### src/rtl/debounce_pulse.sv
// debounce_pulse: input conditioning for an event line feeding a bounded counter.
// A bouncing, asynchronous 1-bit line is synchronised, qualified by a debounce
// FSM and turned into one single-cycle increment strobe per accepted rising edge.
// The filtered level and a saturating count of aborted qualifications are exported.
//
// Optional build macro: DEBOUNCE_PULSE_FORMAL_EN
//   Defined   -> embedded safety assertions, history registers and the
//                first-cycle reset assumption are compiled in for BMC.
//   Undefined -> plain functional block, bit-identical behaviour.
module debounce_pulse #(
  parameter int unsigned STABLE = 4,  // consecutive samples to accept a change (1..255)
  parameter int unsigned GW     = 8   // glitch counter width
) (
  input  logic          clk,
  input  logic          rst,
  input  logic          raw,
  output logic          pulse,
  output logic          level,
  output logic [GW-1:0] glitches
);

  // FSM encoding
  localparam logic [1:0] ST_LOW  = 2'd0;
  localparam logic [1:0] ST_RISE = 2'd1;
  localparam logic [1:0] ST_HIGH = 2'd2;
  localparam logic [1:0] ST_FALL = 2'd3;

  // Last qualification count before a change is accepted.
  localparam logic [7:0]    LP_LAST  = 8'(STABLE - 1);
  // With a single required sample the qualifying states are bypassed entirely.
  localparam logic          LP_ONE   = (STABLE == 1) ? 1'b1 : 1'b0;
  localparam logic [GW-1:0] LP_G_ONE = GW'(1);
  localparam logic [GW-1:0] LP_G_MAX = '1;

  // Synchroniser stages
  logic r_s0;
  logic r_s1;

  // FSM state and qualification counter
  logic [1:0] r_state;
  logic [7:0] r_cnt;

  // Registered outputs
  logic          r_pulse;
  logic          r_level;
  logic [GW-1:0] r_glitches;

  // Next-state values
  logic [1:0] w_state_next;
  logic [7:0] w_cnt_next;
  logic       w_glitch_inc;
  logic       w_pulse_next;
  logic       w_level_next;

  // Two-flop synchroniser: the FSM only ever looks at r_s1.
  always_ff @(posedge clk) begin
    if (rst) begin
      r_s0 <= 1'b0;
      r_s1 <= 1'b0;
    end else begin
      r_s0 <= raw;
      r_s1 <= r_s0;
    end
  end

  // Debounce FSM next-state and counter logic.
  always_comb begin
    w_state_next = r_state;
    w_cnt_next   = r_cnt;
    w_glitch_inc = 1'b0;
    case (r_state)
      ST_LOW: begin
        if (r_s1) begin
          if (LP_ONE) begin
            w_state_next = ST_HIGH;
          end else begin
            w_state_next = ST_RISE;
            w_cnt_next   = 8'd1;
          end
        end
      end
      ST_RISE: begin
        if (!r_s1) begin
          // Line fell back before qualifying: count it as a glitch.
          w_state_next = ST_LOW;
          w_cnt_next   = 8'd0;
          w_glitch_inc = 1'b1;
        end else if (r_cnt == LP_LAST) begin
          w_state_next = ST_HIGH;
          w_cnt_next   = 8'd0;
        end else begin
          w_cnt_next   = r_cnt + 8'd1;
        end
      end
      ST_HIGH: begin
        if (!r_s1) begin
          if (LP_ONE) begin
            w_state_next = ST_LOW;
          end else begin
            w_state_next = ST_FALL;
            w_cnt_next   = 8'd1;
          end
        end
      end
      ST_FALL: begin
        if (r_s1) begin
          // Aborted fall: return to HIGH without a new strobe.
          w_state_next = ST_HIGH;
          w_cnt_next   = 8'd0;
          w_glitch_inc = 1'b1;
        end else if (r_cnt == LP_LAST) begin
          w_state_next = ST_LOW;
          w_cnt_next   = 8'd0;
        end else begin
          w_cnt_next   = r_cnt + 8'd1;
        end
      end
      default: begin
        w_state_next = ST_LOW;
        w_cnt_next   = 8'd0;
      end
    endcase
  end

  // Strobe only on entry to HIGH from the low side; level follows the new state.
  always_comb begin
    w_pulse_next = (w_state_next == ST_HIGH) &&
                   ((r_state == ST_LOW) || (r_state == ST_RISE));
    w_level_next = (w_state_next == ST_HIGH) || (w_state_next == ST_FALL);
  end

  // State, counter and output registers update together.
  always_ff @(posedge clk) begin
    if (rst) begin
      r_state <= ST_LOW;
      r_cnt   <= 8'd0;
      r_pulse <= 1'b0;
      r_level <= 1'b0;
    end else begin
      r_state <= w_state_next;
      r_cnt   <= w_cnt_next;
      r_pulse <= w_pulse_next;
      r_level <= w_level_next;
    end
  end

  // Saturating glitch counter: holds at all-ones instead of wrapping.
  always_ff @(posedge clk) begin
    if (rst) begin
      r_glitches <= '0;
    end else if (w_glitch_inc && (r_glitches != LP_G_MAX)) begin
      r_glitches <= r_glitches + LP_G_ONE;
    end
  end

  assign pulse    = r_pulse;
  assign level    = r_level;
  assign glitches = r_glitches;

`ifdef DEBOUNCE_PULSE_FORMAL_EN
  logic r_past_pulse;
  logic r_past_level;
  logic r_init = 1'b1;

  // One-cycle history of the outputs for the edge-related properties.
  always_ff @(posedge clk) begin
    if (rst) begin
      r_past_pulse <= 1'b0;
      r_past_level <= 1'b0;
    end else begin
      r_past_pulse <= r_pulse;
      r_past_level <= r_level;
    end
  end

  always_ff @(posedge clk) begin
    r_init <= 1'b0;
  end

  // Safety properties checked on every active, non-reset edge.
  always @(posedge clk) begin
    if (!rst) begin
      assert (32'(r_cnt) < STABLE);
      assert ((r_state == ST_LOW) || (r_state == ST_RISE) ||
              (r_state == ST_HIGH) || (r_state == ST_FALL));
      assert (!r_pulse || r_level);
      assert (!(r_pulse && r_past_pulse));
      assert (!r_pulse || !r_past_level);
    end
  end

  // The design starts from reset in the very first cycle.
  always @* begin
    if (r_init) begin
      assume (rst);
    end
  end
`else
  // No checking logic in the functional build.
`endif

endmodule

### config.mk
export PLATFORM = sky130hd
export DESIGN_NAME = debounce_pulse
export DESIGN_NICKNAME = d
export VERILOG_FILES = /design/src/rtl/debounce_pulse.sv
export SDC_FILE = /design/constraint.sdc
export NUM_CORES = 1
export LEC_CHECK = 0
export ABC_AREA = 1
export CAP_MARGIN = 10
export CORE_MARGIN = 3
export CORE_UTILIZATION = 50
export DETAILED_ROUTE_END_ITERATION = 10
export PLACE_DENSITY = 0.73
export SLEW_MARGIN = 20
export SYNTH_ARGS = -nofsm -noshare
export SYNTH_HDL_FRONTEND = slang
export SYNTH_SLANG_ARGS = --single-unit
export TNS_END_PERCENT = 50
### constraint.sdc
create_clock -name clk -period 1.5 [get_ports clk]
set_clock_uncertainty 0.1 [all_clocks]
set_input_delay 0.375 -clock clk [delete_from_list [all_inputs] [get_ports clk]]
set_output_delay 0.375 -clock clk [all_outputs]
set_load 0.05 [all_outputs]
==> report_table.html <==
<table>
<tr><th>Metric</th><th>Value</th></tr>
<tr><th colspan="2">Critical path</th></tr>
<tr><td>Start-to-end type of the worst setup path</td><td>flop to primary output</td></tr>
<tr><td>Launch point of the worst reg-to-reg path</td><td>glitches[0]$_SDFFE_PP0P_</td></tr>
<tr><td>Reg2Reg Capture Point</td><td>glitches[0]$_SDFFE_PP0P_</td></tr>
<tr><td>CP Data Arrival Time</td><td>990 ps</td></tr>
<tr><td>Kind of end point of the critical path</td><td>primary output</td></tr>
<tr><td>Path depth of the worst reg2reg path</td><td>8</td></tr>
<tr><td>Required arrival time at the worst endpoint</td><td>1020 ps</td></tr>
<tr><td>R2R setup slack</td><td>100 ps</td></tr>
<tr><td>Startpoint kind of the worst setup timing path</td><td>flop</td></tr>
<tr><td>Crit Path Max Fanout</td><td>4</td></tr>
<tr><th colspan="2">Floorplan</th></tr>
<tr><td>Vert. Die Dim</td><td>53.1 µm</td></tr>
<tr><td>Chip width</td><td>53.1 µm</td></tr>
<tr><td>FP Rows</td><td>16</td></tr>
<tr><td>Area of the core region</td><td>2020 µm²</td></tr>
<tr><td>Initial core utilization</td><td>54.9%</td></tr>
<tr><td>IO Count</td><td>13</td></tr>
<tr><td>Die Footprint</td><td>2820 µm²</td></tr>
<tr><th colspan="2">Timing</th></tr>
<tr><td>Endpoints failing hold</td><td>0</td></tr>
<tr><td>Setup repair after global routing missed its margin</td><td>false</td></tr>
<tr><td>Measured slew at the worst slew-check pin</td><td>335 ps</td></tr>
<tr><td>Worst hold margin</td><td>322 ps</td></tr>
<tr><td>Peak clock frequency supported by timing</td><td>0.683 GHz</td></tr>
<tr><td>Final number of setup-violating endpoints</td><td>0</td></tr>
<tr><td>Post-route clock period utilization</td><td>97.7%</td></tr>
<tr><td>Number of max-slew violations in the final report</td><td>0</td></tr>
<tr><td>Total Negative Setup Slacks</td><td>0 ps</td></tr>
<tr><td>Max_slew headroom</td><td>77.6%</td></tr>
<tr><td>Shortest clock period the worst path allows after layout</td><td>1460 ps</td></tr>
<tr><th colspan="2">Finish</th></tr>
<tr><td>Sequential cell area in the final layout</td><td>450 µm²</td></tr>
<tr><td>Total area of multi-input combinational cells</td><td>599 µm²</td></tr>
<tr><td>N_diodes</td><td>0</td></tr>
<tr><td>Final cell area excluding filler cells</td><td>1470 µm²</td></tr>
<tr><td>Final cell utilization of the core</td><td>72.6%</td></tr>
<tr><td>Fillcell total</td><td>173</td></tr>
<tr><td>Area growth from synthesis to final layout</td><td>32.4%</td></tr>
<tr><td>Fraction of final layout cells sized beyond drive strength 1</td><td>20.6%</td></tr>
<tr><td>Net count of the finished layout</td><td>195</td></tr>
<tr><th colspan="2">Detailed routing</th></tr>
<tr><td>Routed WL per cell</td><td>11.5 µm</td></tr>
<tr><td>Number of nets with antenna violations after detailed routing</td><td>0</td></tr>
<tr><td>First-pass iteration count of the detailed router</td><td>4</td></tr>
<tr><td>Drt first-iter violations</td><td>17</td></tr>
<tr><td>Overall via count from detail_route</td><td>1,087</td></tr>
<tr><td>DRC viols</td><td>0</td></tr>
<tr><td>Final routed wirelength across all metal layers</td><td>2490 µm</td></tr>
<tr><td>Via density per instance</td><td>5.03</td></tr>
<tr><th colspan="2">Clock network</th></tr>
<tr><td>Count of clock tree sinks</td><td>22</td></tr>
<tr><td>Later-pin clock latency in the skew report</td><td>300 ps</td></tr>
<tr><td>Maximum count of clock buffers along a single path</td><td>2</td></tr>
<tr><td>Cts-stage hold buffer count</td><td>0</td></tr>
<tr><td>Maximum level of the CTS H-tree</td><td>1</td></tr>
<tr><td>Cell chosen for the clock root</td><td>clkbuf_4</td></tr>
<tr><td>TritonCTS clock tree</td><td>done</td></tr>
<tr><td>Num CTS Buffers</td><td>3</td></tr>
<tr><td>Clock slew at reported path FFs</td><td>120 ps</td></tr>
<tr><th colspan="2">Synthesis</th></tr>
<tr><td>Post-synthesis instance area</td><td>1110 µm²</td></tr>
<tr><td>Top cells by area in the synthesized netlist</td><td>dfxtp_1, nand2_1, nor2_1</td></tr>
<tr><td>Arithmetic-cell share of the synthesized area counting full adders, half adders and majority gates</td><td>2.25%</td></tr>
<tr><td>Per-instance average area after synthesis</td><td>6.73 µm²</td></tr>
<tr><td>Most repeated cell in the gate-level netlist after synthesis</td><td>nand2_1</td></tr>
<tr><td>Count of mapped cells out of synthesis</td><td>165</td></tr>
<tr><td>Share of flip-flops with an asynchronous set or reset</td><td>0%</td></tr>
<tr><td>Count of yosys warnings during synthesis</td><td>0</td></tr>
<tr><td>Net count of the mapped netlist</td><td>170</td></tr>
<tr><td>Fraction of post-synthesis cell area in the top cell type by area</td><td>39.7%</td></tr>
<tr><td>Area share of and/or/nand/nor cells after synthesis</td><td>40.7%</td></tr>
<tr><td>Xor-xnor portion of the synthesized cell area</td><td>3.16%</td></tr>
<tr><td>Most common flop cell mapped by yosys</td><td>dfxtp_1</td></tr>
<tr><td>Largest family of logic cells by synthesized area</td><td>simple AND/OR/NAND/NOR gates</td></tr>
<tr><td>Most instantiated cells after synthesis</td><td>nand2_1, nor2_1, dfxtp_1, inv_1, nand3_1</td></tr>
<tr><td>Cell taking the most area after synthesis</td><td>dfxtp_1</td></tr>
<tr><td>Compound-Gate Fraction of Synth Area</td><td>7.44%</td></tr>
<tr><td>Number of enable-type register cells in the synthesized netlist</td><td>0</td></tr>
<tr><td>Number of register bits inferred by synthesis</td><td>22</td></tr>
<tr><td>Library cells used by synthesis</td><td>19</td></tr>
<tr><td>Sequential share of the synthesized area</td><td>39.7%</td></tr>
<tr><td>Portion of netlist area occupied by mux cells</td><td>0%</td></tr>
<tr><th colspan="2">GRT</th></tr>
<tr><td>Vias in the first global route</td><td>1,080</td></tr>
<tr><td>Antenna violations before repair</td><td>0</td></tr>
<tr><td>Global route total overflow</td><td>0</td></tr>
<tr><td>Total routing resource utilization after global routing</td><td>20.3%</td></tr>
<tr><td>Wire length of the first global-routing pass</td><td>4200 µm</td></tr>
<tr><td>Pin count of the biggest net entering global routing</td><td>13</td></tr>
<tr><th colspan="2">Placement</th></tr>
<tr><td>Placed instance area</td><td>1420 µm²</td></tr>
<tr><td>Final RePlAce weighted congestion</td><td>0.890</td></tr>
<tr><td>HPWL after DPL</td><td>1950 µm</td></tr>
<tr><td>IO buf count</td><td>12</td></tr>
<tr><th colspan="2">Hold path</th></tr>
<tr><td>Hold-critical path depth</td><td>2</td></tr>
<tr><td>Hold WC Path Type</td><td>flop to flop</td></tr>
<tr><td>Start point of the worst hold path</td><td>r_s0$_SDFF_PP0_</td></tr>
<tr><td>Endpoint, Worst Hold</td><td>r_s1$_SDFF_PP0_</td></tr>
<tr><th colspan="2">Power and ir drop</th></tr>
<tr><td>Power density cells</td><td>638 nW/µm²</td></tr>
<tr><td>Static leakage</td><td>0.609 nW</td></tr>
<tr><td>Design Power</td><td>0.937 mW</td></tr>
<tr><td>Maximum vdd drop</td><td>655 µV</td></tr>
<tr><th colspan="2">Run status</th></tr>
<tr><td>Status</td><td>complete, no violations</td></tr>
<tr><th colspan="2">Flow run</th></tr>
<tr><td>Number of violations of the max-capacitance limit</td><td>0</td></tr>
</table>
[worst max path at each step]
stage,startpoint,to,depth (start not counted)
floorplan,glitches[4]$_SDFFE_PP0P_,glitches[7]$_SDFFE_PP0P_,7
CTS,glitches[4]$_SDFFE_PP0P_,glitches[4],2
detailed placement,rst,r_state[1]$_SDFF_PP0_,4
global placement,rst,r_state[1]$_SDFF_PP0_,4
global route,glitches[0]$_SDFFE_PP0P_,glitches[3]$_SDFFE_PP0P_,8
finish,glitches[4]$_SDFFE_PP0P_,glitches[4],2
[metrics by stage]
step                cells  setup slack (ps)
CTS                   213              34.5
finish                216              35.2
global route          216              14.0
detailed placement    209              46.3
global placement      209               106
floorplan             165              13.9
[cell usage in the layout (no fill, tap or decap), types with 3 or more instances in the layout]
master and n:
nand2_1 52, nor2_1 26, dfxtp_1 18, inv_1 17, nand3_1 11, buf_12 10
buf_4 9, o21ai_0 6, a21oi_1 6, nand4_1 4, xor2_1 4, nand2_2 3
clkbuf_4 3
[worst max-delay path: stages, from the launching register on]
cell and delay (ps):
dfxtp_1 390, buf_4 160, buf_12 130
[power by group]
part | internal (mW) | switching, mW | total (mW)
clock network | 0.0971 | 0.176 | 0.273
registers | 0.588 | 0.00574 | 0.594
logic | 0.0293 | 0.0407 | 0.0700
[cell type report]
cell class,instances,share of cell area [%]
multi-input cells,123,40.8
flip-flops and latches,22,30.7
repair buffers,21,19.6
inverters,19,4.86
well taps,27,2.30
clock buffers,3,1.53
clock inverters,1,0.256
[logic make-up (layout without fill, tap and decap cells)]
logic type | count (synthesis) | count (layout)
xor gates and xnor gates | 4 | 4
buffers and inverters | 20 | 44
DFF | 22 | 22
AOI/OAI and AO/OA | 15 | 15
and+or+nand+nor | 102 | 102
adders and majority gates | 2 | 2
[flip-flops by register name, indices dropped and copies added (netlist names)]
register and flops:
r_state 2, level 1, r_s0 1, r_cnt 8
r_s1 1, glitches 8, pulse 1
[metal layers]
layer  routed length (µm)  vias up  global-route usage, %
li1                     -      567                      -
met1                 1030      499                   19.8
met2                 1350       17                   40.3
met3                   79        4                   3.94
met4                   29        0                   8.94
met5                    0        -                      0
[timing repair]
item / 4_1_cts / 5_1_grt
endpoints found under the setup margin: 0 / 9
gates resized for setup: 0 / 3
hold endpoints to repair: 0 / 0
setup buffers: 0 / 3
No activity file was read; power rests on OpenSTA's default activity.
